## src/rtl/seq_101011_gen.sv

```systemverilog
// Serial frame generator. Sends a burst of `count` frames (0 counts as 1).
// Each frame is PATTERN, MSB first. Frames are separated by GAP idle cycles,
// and a single done cycle follows the last frame.
// Define SEQ_GEN_PARITY_EN to append an even-parity bit to every frame.
//
// Ports:
//   clk   - clock, rising edge
//   rst   - asynchronous, active-low reset
//   start - begin a burst (sampled only in IDLE)
//   count - frames per burst, latched at start
//   out   - serial data (registered)
//   valid - out carries a frame or parity bit (registered)
//   busy  - burst in progress, including the done cycle (registered)
//   done  - one-cycle pulse after the last frame (registered)
module seq_101011_gen #(
    parameter int unsigned      WIDTH   = 6,
    parameter logic [WIDTH-1:0] PATTERN = 6'b101011,
    parameter int unsigned      GAP     = 1
) (
    input  logic       clk,
    input  logic       rst,
    input  logic       start,
    input  logic [3:0] count,
    output logic       out,
    output logic       valid,
    output logic       busy,
    output logic       done
);

    localparam int unsigned IDX_W = 4;
    // Zero-extended so a 4-bit index never selects past the vector.
    localparam logic [15:0] PAT_EXT = 16'(PATTERN);
`ifdef SEQ_GEN_PARITY_EN
    localparam logic PAR_BIT = ^PATTERN;
`endif

    typedef enum logic [2:0] {
        ST_IDLE,
        ST_SHIFT,
`ifdef SEQ_GEN_PARITY_EN
        ST_PAR,
`endif
        ST_GAP,
        ST_DONE
    } state_t;

    state_t           state, state_n;
    logic [IDX_W-1:0] bit_idx, bit_idx_n;
    logic [3:0]       frames, frames_n;
    logic [3:0]       gap_cnt, gap_cnt_n;
    logic             frame_end;
    logic             out_n, valid_n, busy_n, done_n;

    // State, counters and registered outputs.
    always_ff @(posedge clk or negedge rst) begin
        if (!rst) begin
            state   <= ST_IDLE;
            bit_idx <= '0;
            frames  <= '0;
            gap_cnt <= '0;
            out     <= 1'b0;
            valid   <= 1'b0;
            busy    <= 1'b0;
            done    <= 1'b0;
        end else begin
            state   <= state_n;
            bit_idx <= bit_idx_n;
            frames  <= frames_n;
            gap_cnt <= gap_cnt_n;
            out     <= out_n;
            valid   <= valid_n;
            busy    <= busy_n;
            done    <= done_n;
        end
    end

    // Next state and counters. Outputs are decoded from the next state, so
    // the registered outputs track the state register cycle for cycle.
    always_comb begin
        state_n   = state;
        bit_idx_n = bit_idx;
        frames_n  = frames;
        gap_cnt_n = gap_cnt;
        frame_end = 1'b0;
        out_n     = 1'b0;
        valid_n   = 1'b0;
        busy_n    = 1'b0;
        done_n    = 1'b0;

        case (state)
            ST_IDLE: begin
                if (start) begin
                    state_n   = ST_SHIFT;
                    bit_idx_n = IDX_W'(WIDTH - 1);
                    frames_n  = (count == 4'd0) ? 4'd1 : count;
                end
            end
            ST_SHIFT: begin
                if (bit_idx == '0) begin
`ifdef SEQ_GEN_PARITY_EN
                    state_n = ST_PAR;
`else
                    frame_end = 1'b1;
`endif
                end else begin
                    bit_idx_n = bit_idx - IDX_W'(1);
                end
            end
`ifdef SEQ_GEN_PARITY_EN
            ST_PAR: frame_end = 1'b1;
`endif
            ST_GAP: begin
                if (gap_cnt == 4'd0) begin
                    state_n   = ST_SHIFT;
                    bit_idx_n = IDX_W'(WIDTH - 1);
                end else begin
                    gap_cnt_n = gap_cnt - 4'd1;
                end
            end
            ST_DONE: state_n = ST_IDLE;
            default: state_n = ST_IDLE;
        endcase

        // Frame boundary: the frame with frames==1 is the last one.
        if (frame_end) begin
            frames_n = frames - 4'd1;
            if (frames == 4'd1) begin
                state_n = ST_DONE;
            end else if (GAP > 0) begin
                state_n   = ST_GAP;
                gap_cnt_n = 4'(GAP - 1);
            end else begin
                state_n   = ST_SHIFT;
                bit_idx_n = IDX_W'(WIDTH - 1);
            end
        end

        case (state_n)
            ST_SHIFT: begin
                out_n   = PAT_EXT[bit_idx_n];
                valid_n = 1'b1;
                busy_n  = 1'b1;
            end
`ifdef SEQ_GEN_PARITY_EN
            ST_PAR: begin
                out_n   = PAR_BIT;
                valid_n = 1'b1;
                busy_n  = 1'b1;
            end
`endif
            ST_GAP:  busy_n = 1'b1;
            ST_DONE: begin
                busy_n = 1'b1;
                done_n = 1'b1;
            end
            default: ;
        endcase
    end

endmodule

```

## config.mk

```make
export PLATFORM = sky130hd
export DESIGN_NAME = seq_101011_gen
export DESIGN_NICKNAME = d
export VERILOG_FILES = /design/src/rtl/seq_101011_gen.sv
export SDC_FILE = /design/constraint.sdc
export NUM_CORES = 1
export LEC_CHECK = 0
export BUFFER_PORTS_ARGS = -buffer_cell sky130_fd_sc_hd__buf_2
export CAP_MARGIN = 25
export CORE_ASPECT_RATIO = 0.8
export CORE_MARGIN = 1
export CORE_UTILIZATION = 50
export CTS_BUF_LIST = sky130_fd_sc_hd__clkbuf_2 sky130_fd_sc_hd__clkbuf_4 sky130_fd_sc_hd__clkbuf_8
export DETAILED_ROUTE_END_ITERATION = 10
export GPL_TIMING_DRIVEN = 0
export PLACE_DENSITY_LB_ADDON = 0.15
export SLEW_MARGIN = 5
export SYNTH_ARGS = -nofsm -noshare
export SYNTH_HDL_FRONTEND = slang
export SYNTH_SLANG_ARGS = --single-unit
```

## constraint.sdc

```tcl
create_clock -name clk -period 2.4 [get_ports clk]
set_input_delay 0.48 -clock clk [delete_from_list [all_inputs] [get_ports clk]]
set_output_delay 0.48 -clock clk [all_outputs]
set_load 0.01 [all_outputs]
```

==> Word-level counts from Yosys, hierarchy flattened <==
Memory sizes are Yosys's and may differ from the RTL's.
Index checks and enable logic that the tools add are counted.
{ "totals": {"input_bits": 7, "mem_count": 1, "output_inout_bits": 4, "romBits": 16, "regBits": 19} }
{ "op_classes": {"mux": 24, "order_cmp": 1, "add_sub_neg": 3, "eq_ne": 6, "n_reduce_logical": 8} }
{ "mem_list": {"columns": ["name", "depth", "word_bits", "rd", "rd_clocked_by_memory_dff", "wr", "line_no", "source"], "rows": [
  ["(no name shown)", 16, 1, 1, 0, 0, "140", "out_n = PAT_EXT[bit_idx_n];"]
]} }
{ "ops": {"columns": ["op", "count"], "rows": [
  ["4-bit 2-to-1 mux", 11],
  ["4-bit logical NOT", 3],
  ["4-bit one-hot mux with 3 select lines", 1],
  ["4-bit by 1-bit subtractor with 4-bit output (second input constant)", 3],
  ["3-bit by 2-bit == test with 1-bit output (second input constant)", 3],
  ["3-bit 2-to-1 mux", 3],
  ["3-bit one-hot mux with 3 select lines", 1],
  ["1-bit 2-to-1 mux", 8],
  ["3-bit by 1-bit == test with 1-bit output (second input constant)", 2],
  ["4-bit by 5-bit < comparator with 1-bit output (second input constant)", 1],
  ["4-bit by 1-bit == test with 1-bit output (second input constant)", 1],
  ["2-bit nonzero test", 2],
  ["3-bit logical NOT", 1],
  ["3-bit OR reduction", 1],
  ["2-bit AND reduction", 1]
]} }

==> Depth between registers and ports, before layout <==
Gate-level depths: netlist (run 1).
{ "depth": {"depth_word": 7, "mapped_depth": 7} }

==> Least setup slack after synthesis (run 1) <==
No wires, ideal clock.
{ "synth_path": {"kind": "register -> register", "start": "reg bit_idx[0]", "end": "reg out", "n_path_buf": 0, "setup_slack_ns": 0.589, "path_stages_with_launch": 8, "setup_ns": 0.120, "synth_period_minus_slack_ns": 1.811, "arrival_time_ns": 1.690, "path_cell_list": "dfrtp_1 -> inv_1 -> ha_1 -> nor3b_1 -> nand2b_2 -> a31o_2 -> a2bb2oi_2 -> o211a_1"} }
{ "synth_between": {"elab_chain_len": 6, "elab_cells_between_ends": 13} }
{ "synth_lines": {"columns": ["element", "line_no", "source"], "rows": [
  ["start, declared", "48", "logic [IDX_W-1:0] bit_idx, bit_idx_n;"],
  ["start signal, assigned", "67", "bit_idx <= bit_idx_n;"],
  ["4-bit by 1-bit subtractor with 4-bit output or 4-bit logical NOT (tied branches)", "106, 99", null],
  ["4-bit 2-to-1 mux (*)", "99", "if (bit_idx == '0) begin"],
  ["4-bit one-hot mux with 3 select lines (*)", "90", "case (state)"],
  ["via bit_idx_n[1]", "48", null],
  ["memory read 16 x 1 bit (*)", null, null],
  ["1-bit 2-to-1 mux (not written as such) (*)", "140", null],
  ["1-bit 2-to-1 mux (*)", "138", "case (state_n)"],
  ["via out_n", "52", "logic out_n, valid_n, busy_n, done_n;"],
  ["end signal, assigned", "70", "out <= out_n;"],
  ["end, declared", "24", "output logic out,"]
]} }
The timed path passes the listed nets; every way through them passes the cells marked *. The select of a mux whose other input is x is not followed.
A chain may end at the register's enable or synchronous reset.

==> Final worst setup path (run 1) <==
{ "layout_path": {"start": "reg bit_idx[0]", "end": "reg gap_cnt[3]"} }
{ "layout_between": {"elab_chain_len": 4} }
{ "layout_lines": {"columns": ["element", "line_no", "source"], "rows": [
  ["4-bit logical NOT", "99", null],
  ["1-bit 2-to-1 mux", "99", null],
  ["1-bit 2-to-1 mux", "90", null],
  ["4-bit 2-to-1 mux", "125", "if (frame_end) begin"],
  ["via gap_cnt_n[3]", "50", "logic [3:0] gap_cnt, gap_cnt_n;"],
  ["end signal, assigned", "69", "gap_cnt <= gap_cnt_n;"],
  ["end, declared", "50", null]
]} }
The timed path passes the listed nets, and every way through them passes these cells.

==> results.md, run 1 <==
* Run status: complete, no violations
* PortBufs at 10
* Reg-to-reg setup timing slack at 0.32 ns
* Hold WC Path Type: input pin to asynchronous set/reset pin
* Antenna cells at 0
* Clock Skews at between 0.008 and 0.009 ns
* Vias in the first global route at 773
* Final Hold Viols at 0
* Netlist Area Pre-Place at around 990 um^2
* Largest cells by area after synthesis: dfrtp_1, nor2_1, ha_1
* CP endpoint kind: flip-flop
* Fin util at 63.05%
* NumNets Final at 127
* Worst hold margin at 0.09642 ns
* Die height at 41.80 um
* CTS tree: yes
* Top-area cell type share of the netlist area at about half
* Total core area at about 1700 um^2
* Die area at 2162 um^2
* Synth warn at 0
* R2R depth at 7
* All-layer global routing usage at 20.58%
* Remaining Overflow, GRT at 0
* Crit path required time at 2.59 ns
* Fmax at a little under 0.5 GHz
* Syn Inst Count at 101
* Post-Place Setup Slack at 0.3510 ns
* Final instance area at 1097 um^2
* Die width at between 50 and 60 um
* Residual DRC at 0
* Worst Setup Slack, final at 0.3213 ns
* Largest net degree at the start of global routing at 20
* First-pass GRT wire length at 3.263 mm
* DP Cell Count at between 100 and 150
* Mapped Nets at 112
* CTS max path bufs at 2
* Synth area leader: dfrtp_1
* Final period utilization at 86.61%
* Via count at between 700 and 800
* Final HPWL DP at 1.406 mm
* Overall routed net length at 1.782 mm
* Via-to-Cell Ratio at 5.555
* FF+latch count, synth at 19
* Fraction of layout cells with a size suffix above 1 at a little under a fifth
* Startpoint Class: flip-flop
* Unrepaired setup endpoints after global routing: no
* Critical Path Fanout Max at 8
* # hold bufs at CTS at 0
* Starting DRT DRC Count at 22
* Placed inst area at 1067 um^2
* Clock latency at the later pin of the worst-skew pair at between 0.2 and 0.3 ns
* Root Driver: clkbuf_4
* Clock sink count at 19
* Setup TNS at 0 ns
* Final slew viol count at 0
* Slew of the pin with the lowest slew margin at 0.5566 ns
* Final ANT Viol Nets at 0
* CTS Buf Count at 3
* Final Power at 0.7805 mW
* Initial Util at 56.87%
* H-tree Lvls at 1
* Synthesized area per cell at 9.799 um^2
* Num ports at 11
* Drt wl/cell at 13.01 um
* CP arrival at 2.27 ns
* Final setup violation count at 0
* Register area share after synthesis at 48.04%
* Initial antenna violation count at 0
* Total setup buffers inserted after CTS at 0
* Final GP Congestion at 0.9088
* Worst r2r src: bit_idx[0]
* Slew headroom at between 60% and 70%
* Worst R2R End: gap_cnt[3]
* Layout Cells excl Fill at ~140
* Layout area overhead at 10.87%
* Row cnt at 13
* Pwr dens at 711.3 nW/um^2
* Leak pwr at 0.5241 nW
* Post_cts resized at 0
* Clk slew on worst S/H paths at 0.11 ns
* Final worst path period need at 2.079 ns
* Max Cap Viol at 0
* VDD IR max at 0.4312 mV
* Detailed Routing Iterations Pass 1 at 4
* Yosys cell types at 33
* Path type of the worst setup path: flip-flop to flip-flop
[kinds of logic after synthesis]
group | Yosys count | synth area share, %
adders and majority gates | 4 | 5.057
xor gates and xnor gates | 3 | 2.655
buffers and inverters | 9 | 3.413
and+or+nand+nor | 45 | 25.79
DFF | 19 | 48.04
other | 1 | 0.3789
AOI/OAI and AO/OA | 20 | 14.67
[placed cells by master (no fill, tap or decap), types with 2 or more instances in the layout]
cell type,Yosys,routed
o21ai_0,4,4
nor4_1,2,2
clkbuf_4,0,4
nand2_1,10,10
ha_1,4,4
dfrtp_1,19,19
xnor2_1,2,2
nor3b_1,2,2
nor3b_2,2,2
a21oi_1,5,5
inv_1,9,9
nor2_1,14,14
nor3_1,5,5
buf_2,0,10
a211oi_1,2,2
or2_1,2,2
[registers in the layout, summed over array words and instances (netlist names)]
register,count
out,1
done,1
bit_idx,4
gap_cnt,4
frames,4
busy,1
valid,1
state,3
[cell type report]
cell class,count,area [um^2]
timing repair buffer,10,50.05
clock buffer,4,30.03
inverter,9,33.78
fill,136,643.1
multi-input combinational,73,480.5
sequential,19,475.5
tap,22,27.53
[per-layer routing]
layer / vias to the layer above / global-route usage [%] / share of wire (%) / wire length (um)
li1: 384 / - / - / -
met1: 369 / 27.10 / 51 / 904
met2: 8 / 32.21 / 46 / 823
met4: 0 / 4.324 / 0 / 0
met5: - / 0 / 0 / 0
met3: 0 / 7.692 / 3.0 / 53
[how the worst max path moves through the flow]
stage | cells after the start | from | end
after floorplan | 7 | bit_idx[0] | out
after global placement | 7 | bit_idx[0] | gap_cnt[3]
after detailed placement | 7 | bit_idx[0] | gap_cnt[2]
after CTS | 7 | bit_idx[0] | gap_cnt[2]
after global routing | 7 | bit_idx[0] | gap_cnt[3]
final | 7 | bit_idx[0] | gap_cnt[3]
[worst max-delay path, cell delays in order, from the launching register on]
cell     delay [ns]
dfrtp_1        0.41
inv_1          0.09
ha_1           0.19
nor3b_1        0.49
nand2_1        0.32
a21oi_2        0.28
or2_1          0.15
nor2_1         0.05
[Yosys cell counts]
| cell type | count |
|---|---|
| a2bb2oi_2 | 1 |
| conb_1 | 1 |
| xor2_1 | 1 |
| o211a_1 | 1 |
| a31o_2 | 1 |
| o211ai_1 | 1 |
| nor2_1 | 14 |
| nand2b_1 | 1 |
| or2_1 | 2 |
| a32oi_1 | 1 |
| o31ai_1 | 1 |
| a21oi_1 | 5 |
| dfrtp_1 | 19 |
| nor3_1 | 5 |
| a21oi_2 | 1 |
| nand4b_1 | 1 |
| a221o_1 | 1 |
| nand3_1 | 1 |
| or3b_1 | 1 |
| inv_1 | 9 |
| ha_1 | 4 |
| nand2b_2 | 1 |
| o311ai_1 | 1 |
| nor4b_4 | 1 |
| xnor2_1 | 2 |
| and2_1 | 1 |
| o21ai_0 | 4 |
| nor3b_2 | 2 |
| nand2_1 | 10 |
| nor3b_1 | 2 |
| a211oi_1 | 2 |
| or4_1 | 1 |
| nor4_1 | 2 |
[where the power goes]
group / total [mW] / internal [mW] / switching [mW]
combinational: 0.192 / 0.0879 / 0.104
sequential: 0.420 / 0.369 / 0.0505
clock: 0.169 / 0.0760 / 0.0928
No activity file was read; power rests on OpenSTA's default activity.
==> run 2: changes to the inputs <==
--- a/config.mk
+++ b/config.mk
@@ -5,6 +5,7 @@
 export SDC_FILE = /design/constraint.sdc
 export NUM_CORES = 1
 export LEC_CHECK = 0
+export ABC_AREA = 1
 export BUFFER_PORTS_ARGS = -buffer_cell sky130_fd_sc_hd__buf_2
 export CAP_MARGIN = 25
 export CORE_ASPECT_RATIO = 0.8
==> run 2 against run 1 <==
Compared with the run above: wire length grew 8.0%; die area grew 9.3%; largest power group is now combinational logic; clock skew shrank 0.0060 ns; fmax grew 28%; largest cell class unchanged; critical endpoint is now frames[1]; power grew 53%; worst hold slack gained 0.0026 ns; first-iteration DRC count shrank 9.1%; count of clock-buffer cells in the layout is the same.
==> results.md, run 2 <==
* Final GP Congestion at 0.8396 (-7.6%)
* Antenna cells at 0 (unchanged)
* Worst hold margin at 0.09905 ns (+0.002631 ns)
* Total core area at 1962 um^2 (+13%)
* Synth cell count leaders: nand2_1, dfrtp_1, inv_1
* Final HPWL DP at 1.552 mm (+10%)
* Largest cells by area after synthesis: dfrtp_1, nand2_1, inv_1
* Die height at 43.69 um (+4.5%)
* Reg-to-reg setup timing slack at 0.77 ns (+0.45 ns)
* Num ports at 11 (unchanged)
* Final setup violation count at 0 (unchanged)
* Final slew viol count at 0 (unchanged)
* Synthesized area per cell at 8.419 um^2 (-14%)
* DP Cell Count at 163 (+23%)
* Path type of the worst setup path: flip-flop to flip-flop
* Via-to-Cell Ratio at 5.180 (-6.8%)
* Residual DRC at 0 (unchanged)
* Post_cts resized at 0 (unchanged)
* Starting DRT DRC Count at 20 (-9.1%)
* Root Driver: clkbuf_4
* Most frequent cells in the layout: nand2_1, dfrtp_1, inv_1
* Placed inst area at 1166 um^2 (+9.3%)
* Crit path required time at 2.56 ns (-0.03 ns)
* Initial Util at 55.36% (-1.5 points)
* Biggest regs: bit_idx (4), frames (4), gap_cnt (4)
* H-tree Lvls at 1 (unchanged)
* Clock sink count at 19 (unchanged)
* VDD IR max at 0.6119 mV (+42%)
* Clock latency at the later pin of the worst-skew pair at 0.29 ns (about the same)
* Mapped Nets at 140 (+25%)
* Worst Setup Slack, final at 0.7711 ns (+0.4498 ns)
* Detailed Routing Iterations Pass 1 at 4 (unchanged)
* Startpoint Class: flip-flop
* Clock Skews at 0.002822 ns (-0.006032 ns)
* Register area share after synthesis at 43.78% (-4.3 points)
* Overall routed net length at 1.925 mm (+8.0%)
* Post-Place Setup Slack at 0.7766 ns (+0.4256 ns)
* Hold WC Path Type: input pin to asynchronous set/reset pin
* Commonest non-fill, non-tap cell in the layout: nand2_1
* First-pass GRT wire length at 3.332 mm (+2.1%)
* Fmax at 0.6139 GHz (+28%)
* Leak pwr at 0.6276 nW (+20%)
* CP arrival at 1.79 ns (-0.48 ns)
* Final Power at 1.193 mW (+53%)
* CTS Buf Count at 3 (unchanged)
* Fraction of layout cells with a size suffix above 1 at 23.08% (+4.8 points)
* Final ANT Viol Nets at 0 (unchanged)
* Largest net degree at the start of global routing at 20 (unchanged)
* Final Hold Viols at 0 (unchanged)
* Worst r2r src: bit_idx[0]
* Final worst path period need at 1.629 ns (-0.4498 ns)
* Netlist Area Pre-Place at 1086 um^2 (+9.7%)
* Layout area overhead at 10.14%
* Number of synthesized flops with an enable pin at 0 (unchanged)
* All-layer global routing usage at 20.00% (-0.58 points)
* # hold bufs at CTS at 0 (unchanged)
* Ys async rst share at 100.0% (unchanged)
* Syn Inst Count at 129 (+28%)
* Unrepaired setup endpoints after global routing: no
* Synth Flop Type: dfrtp_1
* Synth warn at 0 (unchanged)
* Row cnt at 14 (+1)
* Clk slew on worst S/H paths at 0.10 ns (about the same)
* Vias in the first global route at 802 (+3.8%)
* Yosys cell types at 31 (-6.1%)
* R2R depth at 7 (unchanged)
* FF+latch count, synth at 19 (unchanged)
* NumNets Final at 155 (+22%)
* Remaining Overflow, GRT at 0 (unchanged)
* Count leader, synth: nand2_1
* Fin util at 60.97% (-2.1 points)
* Top-area cell type share of the netlist area at 43.78% (-4.3 points)
* Run status: complete, no violations
* Total setup buffers inserted after CTS at 0 (unchanged)
* Via count at 865 (+14%)
* Critical Path Fanout Max at 7 (-1)
* Layout Cells excl Fill at 167 (+22%)
* Die width at 54.11 um (+4.6%)
* PortBufs at 10 (unchanged)
* Initial antenna violation count at 0 (unchanged)
* CTS tree: yes
* Worst R2R End: frames[1]
* Max Cap Viol at 0 (unchanged)
* CP endpoint kind: flip-flop
* Crit. Startpoint: bit_idx[0]
* Pwr dens at 997.2 nW/um^2 (+40%)
* Die area at 2364 um^2 (+9.3%)
* Drt wl/cell at 11.53 um (-11%)
* Final instance area at 1196 um^2 (+9.0%)
* Synth area leader: dfrtp_1
* Setup TNS at 0 ns (unchanged)
* Final period utilization at 67.87% (-19 points)
* CTS max path bufs at 2 (unchanged)
[run 2: routing by layer]
layer	wire length (um)	track usage (%)	up-vias
met3	92	6.316	2
li1	-	-	440
met2	903	32.35	18
met5	0	0	-
met4	13	4.615	0
met1	915	26.12	405
[run 2: cell families (layout without fill, tap and decap cells)]
family                     Yosys count  after routing  share of synthesized area (%)
AOI/OAI and AO/OA                   14             14                          7.950
DFF                                 19             19                          43.78
xor gates and xnor gates             4              4                          3.226
adders and majority gates            4              4                          4.608
other                                1              1                         0.3453
and+or+nand+nor                     66             66                          32.61
buffers and inverters               21             35                          7.489
[run 2: how the worst max path moves through the flow]
| stage | cells past startpoint | to |
|---|---|---|
| final | 7 | frames[1] |
| after global routing | 7 | frames[0] |
| after CTS | 7 | frames[1] |
| after detailed placement | 7 | frames[1] |
| after global placement | 7 | frames[1] |
| after floorplan | 7 | frames[1] |
[run 2: area by class of cell]
| class | instances | area [um^2] |
|---|---|---|
| fillers | 190 | 765.7 |
| inverters | 21 | 81.33 |
| repair buffers | 10 | 50.05 |
| well taps | 24 | 30.03 |
| clock buffers | 4 | 30.03 |
| multi-input cells | 89 | 529.3 |
| flip-flops and latches | 19 | 475.5 |
[run 2: critical path, cell delays in order, from the launching register on]
cell and delay, ns:
dfrtp_1 0.41, inv_1 0.11, ha_1 0.27, nand3_4 0.15, nor2_4 0.22, inv_4 0.08
nand2_1 0.15, o221ai_1 0.13
[run 2: power by group]
group	leakage [nW]	switching [mW]	internal, mW
clock network	0.0184	0.0897	0.0759
logic	0.367	0.331	0.194
registers	0.242	0.0801	0.422
total	0.628	0.501	0.692
